--- src/rtl/calc_io_sequencer.sv ---
// calc_io_sequencer
//   Drives an operation/operand pair into a small CPU through its input ports
//   (pe0 = op, pe1 = arg), waits for the CPU program to raise its ready bit on
//   ps0, captures the result from ps1, then waits for the ready bit to drop
//   before accepting the next pair.
//
//   Sequence: IDLE -> LOAD_OP (op, 00) -> LOAD_ARG (op, arg) -> WAIT_ACK
//             -> RELEASE (00, 00) -> IDLE
//
// Parameters
//   HOLD_CYCLES    cycles each value is held on pe0/pe1 (1..255)
//   ACK_BIT        bit of ps0 that signals "result ready"
//   TIMEOUT_CYCLES acknowledge-wait limit (1..1023), timeout build only
//
// Ports
//   clk, reset          rising-edge clock, synchronous active-high reset
//   in_valid/in_ready   host handshake; in_ready only in IDLE
//   in_op, in_arg       pair latched on the accept edge
//   pe0, pe1            registered drives of CPU input ports 0/1
//   ps0, ps1            CPU status / result output ports
//   res_valid, res_data one-cycle result pulse and captured result
//   busy                high in every state except IDLE
//   err                 one-cycle acknowledge-timeout pulse
//
// Build option
//   CALC_IO_SEQUENCER_TIMEOUT_EN: when defined, WAIT_ACK or RELEASE lasting
//   TIMEOUT_CYCLES cycles pulses err and returns to IDLE. When undefined the
//   sequencer waits forever and err is tied low.
module calc_io_sequencer #(
  parameter int HOLD_CYCLES    = 16,
  parameter int ACK_BIT        = 0,
  parameter int TIMEOUT_CYCLES = 1023
) (
  input  logic       clk,
  input  logic       reset,
  input  logic       in_valid,
  output logic       in_ready,
  input  logic [7:0] in_op,
  input  logic [7:0] in_arg,
  output logic [7:0] pe0,
  output logic [7:0] pe1,
  input  logic [7:0] ps0,
  input  logic [7:0] ps1,
  output logic       res_valid,
  output logic [7:0] res_data,
  output logic       busy,
  output logic       err
);

  localparam logic [2:0] S_IDLE     = 3'd0;
  localparam logic [2:0] S_LOAD_OP  = 3'd1;
  localparam logic [2:0] S_LOAD_ARG = 3'd2;
  localparam logic [2:0] S_WAIT_ACK = 3'd3;
  localparam logic [2:0] S_RELEASE  = 3'd4;

  localparam logic [7:0] HOLD_LAST = 8'(HOLD_CYCLES - 1);

  // Catch out-of-range parameters at elaboration.
  if (HOLD_CYCLES < 1 || HOLD_CYCLES > 255) begin : g_bad_hold
    $error("HOLD_CYCLES out of range 1..255");
  end
  if (TIMEOUT_CYCLES < 1 || TIMEOUT_CYCLES > 1023) begin : g_bad_timeout
    $error("TIMEOUT_CYCLES out of range 1..1023");
  end
  if (ACK_BIT < 0 || ACK_BIT > 7) begin : g_bad_ack
    $error("ACK_BIT out of range 0..7");
  end

  logic [2:0] state;
  logic [7:0] op_q;
  logic [7:0] arg_q;
  logic [7:0] hold_cnt;
  logic       ack;
  logic       to_hit;

  assign ack      = ps0[ACK_BIT];
  assign in_ready = (state == S_IDLE) && !reset;
  assign busy     = (state != S_IDLE);

  // Only the acknowledge bit of ps0 carries meaning here.
  logic unused_ps0;
  assign unused_ps0 = ^ps0;

`ifdef CALC_IO_SEQUENCER_TIMEOUT_EN
  localparam logic [9:0] TO_LAST = 10'(TIMEOUT_CYCLES - 1);

  logic [9:0] wait_cnt;
  logic       waiting;

  assign waiting = (state == S_WAIT_ACK) || (state == S_RELEASE);
  // A pending state change (ack in WAIT_ACK, ack drop in RELEASE) wins over
  // the timeout in the same cycle.
  assign to_hit  = waiting && (wait_cnt == TO_LAST) &&
                   !((state == S_WAIT_ACK) && ack) &&
                   !((state == S_RELEASE) && !ack);

  always_ff @(posedge clk) begin
    if (reset) begin
      wait_cnt <= '0;
      err      <= 1'b0;
    end else begin
      err <= to_hit;
      // Restart on entry to WAIT_ACK (held at 0 outside the wait states) and
      // on the WAIT_ACK -> RELEASE move.
      if (!waiting || ((state == S_WAIT_ACK) && ack) || to_hit)
        wait_cnt <= '0;
      else
        wait_cnt <= wait_cnt + 10'd1;
    end
  end
`else
  assign to_hit = 1'b0;
  assign err    = 1'b0;
`endif

  always_ff @(posedge clk) begin
    if (reset) begin
      state     <= S_IDLE;
      op_q      <= '0;
      arg_q     <= '0;
      hold_cnt  <= '0;
      pe0       <= '0;
      pe1       <= '0;
      res_valid <= 1'b0;
      res_data  <= '0;
    end else begin
      res_valid <= 1'b0;
      case (state)
        S_IDLE: begin
          if (in_valid) begin
            op_q     <= in_op;
            arg_q    <= in_arg;
            pe0      <= in_op;
            pe1      <= 8'h00;
            hold_cnt <= '0;
            state    <= S_LOAD_OP;
          end
        end
        S_LOAD_OP: begin
          if (hold_cnt == HOLD_LAST) begin
            hold_cnt <= '0;
            pe1      <= arg_q;
            state    <= S_LOAD_ARG;
          end else begin
            hold_cnt <= hold_cnt + 8'd1;
          end
        end
        S_LOAD_ARG: begin
          if (hold_cnt == HOLD_LAST) begin
            hold_cnt <= '0;
            state    <= S_WAIT_ACK;
          end else begin
            hold_cnt <= hold_cnt + 8'd1;
          end
        end
        S_WAIT_ACK: begin
          // Ack is sampled every WAIT_ACK cycle, including the first, so an
          // ack already high on entry completes immediately.
          if (ack) begin
            res_data  <= ps1;
            res_valid <= 1'b1;
            pe0       <= 8'h00;
            pe1       <= 8'h00;
            state     <= S_RELEASE;
          end else if (to_hit) begin
            pe0   <= 8'h00;
            pe1   <= 8'h00;
            state <= S_IDLE;
          end
        end
        S_RELEASE: begin
          if (!ack || to_hit) state <= S_IDLE;
        end
        default: begin
          pe0   <= 8'h00;
          pe1   <= 8'h00;
          state <= S_IDLE;
        end
      endcase
    end
  end

endmodule

--- config.mk ---
export PLATFORM = sky130hd
export DESIGN_NAME = calc_io_sequencer
export DESIGN_NICKNAME = d
export VERILOG_FILES = /design/src/rtl/calc_io_sequencer.sv
export SDC_FILE = /design/constraint.sdc
export NUM_CORES = 1
export LEC_CHECK = 0
export ABC_CLOCK_PERIOD_IN_PS = 1900
export CAP_MARGIN = 30
export CORE_AREA = 2 2 70 72
export CTS_BUF_LIST = sky130_fd_sc_hd__clkbuf_4
export CTS_CLUSTER_SIZE = 14
export DETAILED_ROUTE_END_ITERATION = 10
export DIE_AREA = 0 0 72 74
export HOLD_SLACK_MARGIN = 0.12
export PLACE_DENSITY = 0.81
export SLEW_MARGIN = 15
export SYNTH_ARGS = -nofsm -noshare
export SYNTH_HDL_FRONTEND = slang
export SYNTH_SLANG_ARGS = --single-unit
--- constraint.sdc ---
create_clock -name clk -period 1.9 [get_ports clk]
set_clock_uncertainty 0.2 [all_clocks]
set_input_delay 0.38 -clock clk [delete_from_list [all_inputs] [get_ports clk]]
set_output_delay 0.38 -clock clk [all_outputs]
set_load 0.005 [all_outputs]
==> flow_results.xml <==
<?xml version="1.0" encoding="UTF-8"?>
<metrics>
  <group name="grt">
    <metric name="grt_start_max_net_pins" unit="">17</metric>
    <metric name="grt.total_usage" unit="%">16.7</metric>
    <metric name="initial_antenna_violation_count" unit="">0</metric>
    <metric name="first_global_vias" unit="">1569</metric>
    <metric name="grt-ovfl-total" unit="">0</metric>
    <metric name="global_route_wire_length_before_repair" unit="um">7000</metric>
  </group>
  <group name="placed_design">
    <metric name="dpl_cell_area" unit="mm^2">0.00255</metric>
    <metric name="placed_cells_incl_taps" unit="">326</metric>
    <metric name="gp_routability_congestion" unit="">0.822</metric>
    <metric name="buffer_ports.inserted" unit="">54</metric>
    <metric name="place_hpwl" unit="um">3110</metric>
    <metric name="preCtsSetupSlack" unit="ns">-0.322</metric>
  </group>
  <group name="power">
    <metric name="power_per_cell_area" unit="mW/mm^2">661</metric>
    <metric name="switchingPower" unit="uW">427</metric>
    <metric name="p_int" unit="mW">1.35</metric>
    <metric name="power_frac_clock" unit="%">33.4</metric>
    <metric name="power.leakage" unit="nW">1.01</metric>
    <metric name="worst_case_vdd_ir_drop" unit="mV">0.656</metric>
    <metric name="design_power_total" unit="mW">1.78</metric>
    <metric name="switching_share" unit="%">24.0</metric>
    <metric name="sequential_power_share" unit="%">53.9</metric>
    <metric name="comb_power_share" unit="%">12.8</metric>
  </group>
  <group name="synthesis">
    <metric name="synth_area_per_cell" unit="um^2">8.76</metric>
    <metric name="synthesis.yosys.warnings" unit="">0</metric>
    <metric name="synth_nets" unit="">249</metric>
    <metric name="distinct_cell_type_count_after_synthesis" unit="">45</metric>
    <metric name="synth_enable_flop_cells" unit="">0</metric>
    <metric name="syn-instance-count" unit="">213</metric>
    <metric name="synth_area" unit="mm^2">0.00187</metric>
    <metric name="synthesized_flop_and_latch_total" unit="">44</metric>
    <metric name="synth-main-ff-cell" unit="">dfxtp_1</metric>
    <metric name="async_flop_share" unit="%">0</metric>
    <metric name="synth.yosys.seq_area_share" unit="%">47.2</metric>
  </group>
  <group name="layout">
    <metric name="fillCellCount" unit="">419</metric>
    <metric name="finish.net_count" unit="">317</metric>
    <metric name="instances_no_fill" unit="">336</metric>
    <metric name="antenna_cells_inserted" unit="">0</metric>
    <metric name="postLayoutCellArea" unit="mm^2">0.00269</metric>
    <metric name="area_growth" unit="%">44.1</metric>
    <metric name="commonest_cells_after_routing_fill_and_taps_aside" unit="">52 x clkdlybuf4s50_1, 45 x nand2_1, 42 x dfxtp_1, 27 x a21oi_1, 22 x buf_4</metric>
    <metric name="finalCoreUtilization" unit="%">58.5</metric>
    <metric name="share_of_final_layout_standard_cells_stronger_than_drive_strength_1" unit="%">21.3</metric>
    <metric name="final_common_cell" unit="">clkdlybuf4s50_1</metric>
  </group>
  <group name="job">
    <metric name="max_cap_violations" unit="">0</metric>
  </group>
  <group name="worst_setup_path">
    <metric name="crit_chain" unit="">buf_4 -&gt; buf_4 -&gt; and3b_1 -&gt; a211oi_1 -&gt; o211a_2 -&gt; a22o_2</metric>
    <metric name="slowest_delay" unit="ns">0.39</metric>
    <metric name="worst_ep_required_time" unit="ns">2.00</metric>
    <metric name="crit_path_max_delay_cell_type" unit="">dfxtp_4</metric>
    <metric name="worst_path_fanout_max" unit="">12</metric>
    <metric name="start_kind" unit="">register</metric>
    <metric name="worstSetupPathType" unit="">register to register</metric>
    <metric name="cp.arrival" unit="ns">1.94</metric>
    <metric name="timing.critical_path.mode_cell" unit="">buf_4</metric>
    <metric name="critical_path.endpoint_type" unit="">register</metric>
  </group>
  <group name="detailed_routing">
    <metric name="vias_per_cell" unit="">5.10</metric>
    <metric name="detail_route.first_pass.iterations" unit="">4</metric>
    <metric name="drt-wirelength-per-cell" unit="um">12.9</metric>
    <metric name="drt_iter0_drc" unit="">93</metric>
    <metric name="ant_nets" unit="">0</metric>
    <metric name="dr_total_vias" unit="">1712</metric>
    <metric name="route.final.wire_length" unit="um">4340</metric>
    <metric name="post-route-drc-count" unit="">0</metric>
  </group>
  <group name="clock_tree">
    <metric name="clkLatencyLatePin" unit="ns">0.35</metric>
    <metric name="numCtsBuffers" unit="">5</metric>
    <metric name="tritoncts_clock_tree" unit="">built</metric>
    <metric name="cts_root_buf" unit="">clkbuf_4</metric>
    <metric name="holdBufCountCts" unit="">0</metric>
    <metric name="htreeDepth" unit="">2</metric>
    <metric name="cts_buffer_depth" unit="">2</metric>
    <metric name="clock-sinks" unit="">44</metric>
    <metric name="clk_pin_slew" unit="ns">0.14</metric>
  </group>
  <group name="sta">
    <metric name="finalCriticalPeriod" unit="ns">1.84</metric>
    <metric name="holdWs" unit="ns">0.261</metric>
    <metric name="fmaxAchievable" unit="GHz">0.543</metric>
    <metric name="final_max_slew_viol_count" unit="">0</metric>
    <metric name="setup-violations-final" unit="">0</metric>
    <metric name="final_hold_viol_count" unit="">0</metric>
    <metric name="pnr_worst_setup_slack" unit="ns">0.0596</metric>
    <metric name="tns" unit="ns">0</metric>
    <metric name="timing.final.crit_share" unit="%">96.9</metric>
  </group>
  <group name="floorplanning">
    <metric name="rows" unit="">25</metric>
    <metric name="design.core.area" unit="mm^2">0.00460</metric>
    <metric name="die_width" unit="um">72</metric>
    <metric name="initial_utilization" unit="%">40.6</metric>
    <metric name="floorplan.die.height" unit="um">74</metric>
    <metric name="io_pins" unit="">63</metric>
    <metric name="die-area" unit="mm^2">0.00533</metric>
  </group>
  <group name="min_path">
    <metric name="worst_hold_check_path_type" unit="">register to register</metric>
  </group>
  <group name="status">
    <metric name="run_status" unit="">finished clean</metric>
  </group>
</metrics>
==> power groups by stage <==
stage / Clock [mW] / Combinational (mW) / Sequential, mW
floorplan: 0 / 0.101 / 0.981
global placement: 0 / 0.217 / 0.980
detailed placement: 0 / 0.221 / 0.981
CTS: 0.615 / 0.222 / 0.960
global route: 0.654 / 0.249 / 0.962
finish: 0.594 / 0.227 / 0.958
==> synthesized netlist by cell type (2+ instances only) <==
cell	number	area, um^2
nor2b_1	3	18.8
nor2_1	9	33.8
nor3b_1	2	15.0
o21ai_0	2	10.0
and3_2	2	15.0
a22o_2	8	80.1
a32oi_1	2	17.5
clkbuf_1	5	18.8
nor3_1	3	15.0
dfxtp_1	44	881
nand3_1	14	70.1
buf_2	8	40.0
a21oi_1	29	145
xnor2_1	3	26.3
nand2_1	45	169
a211oi_1	2	15.0
a22o_1	2	17.5
inv_1	3	11.3
==> critical path, delay by kind of cell, from the launching register on <==
| kind | cells | cell delay [ns] |
|---|---|---|
| compound gates | 3 | 0.70 |
| buf+inv | 2 | 0.33 |
| flops | 1 | 0.39 |
| simple gates | 1 | 0.17 |
==> area by class of cell <==
class                      instances  area [um^2]  area share [%]
inverter                           3         11.3           0.419
clock buffer                       5         37.5            1.40
multi-input combinational        151          938            34.9
tap                               54         67.6            2.51
timing repair buffer              76          701            26.0
clock inverter                     3         46.3            1.72
sequential                        44          888            33.0
==> routing by layer <==
metal	part of all wire (%)	routed length (um)	global-route usage, %	vias to the layer above
met5	0	0	0	-
met4	0.97	42	6.29	0
met3	4.3	187	3.66	2
met2	50	2170	29.1	37
met1	45	1940	20.3	797
li1	-	-	-	876
==> state kept, by name (all words and copies together) (netlist names) <==
register,cells
state,3
pe0,8
res_data,8
res_valid,1
arg_q,8
pe1,8
hold_cnt,8
==> timing repair <==
item | 4_1_cts | 5_1_grt
buffers inserted | 1 | 1
pin swaps | 1 | 4
resized for setup | 8 | 11
hold endpoints to repair | 0 | 0
setup endpoints to repair | 2 | 22
==> final timing paths <==
check	slack, ns	endpoint	start	cells after the start
worst max-delay path	0.06	pe1[2]$_SDFFE_PP0P_	state[1]$_SDFFE_PP0P_	6
worst min-delay path	0.26	pe0[2]$_SDFFE_PP0P_	pe0[2]$_SDFFE_PP0P_	2
worst max register to register	0.06	pe1[2]$_SDFFE_PP0P_	state[1]$_SDFFE_PP0P_	6
worst min register to register	0.26	pe0[2]$_SDFFE_PP0P_	pe0[2]$_SDFFE_PP0P_	2
==> cells by family (layout without fill, tap and decap cells) <==
kind of cell / Yosys count / after routing / share of synthesized area [%]
flops: 44 / 44 / 47.2
mux: 2 / 2 / 1.14
buf+inv: 18 / 87 / 4.42
other cells: 1 / 1 / 0.201
xor+xnor: 4 / 4 / 1.88
compound gates: 51 / 51 / 19.2
simple gates: 92 / 92 / 25.3
fa+ha+maj: 1 / 1 / 0.670
Note: power is estimated with default switching activity, not from simulation.
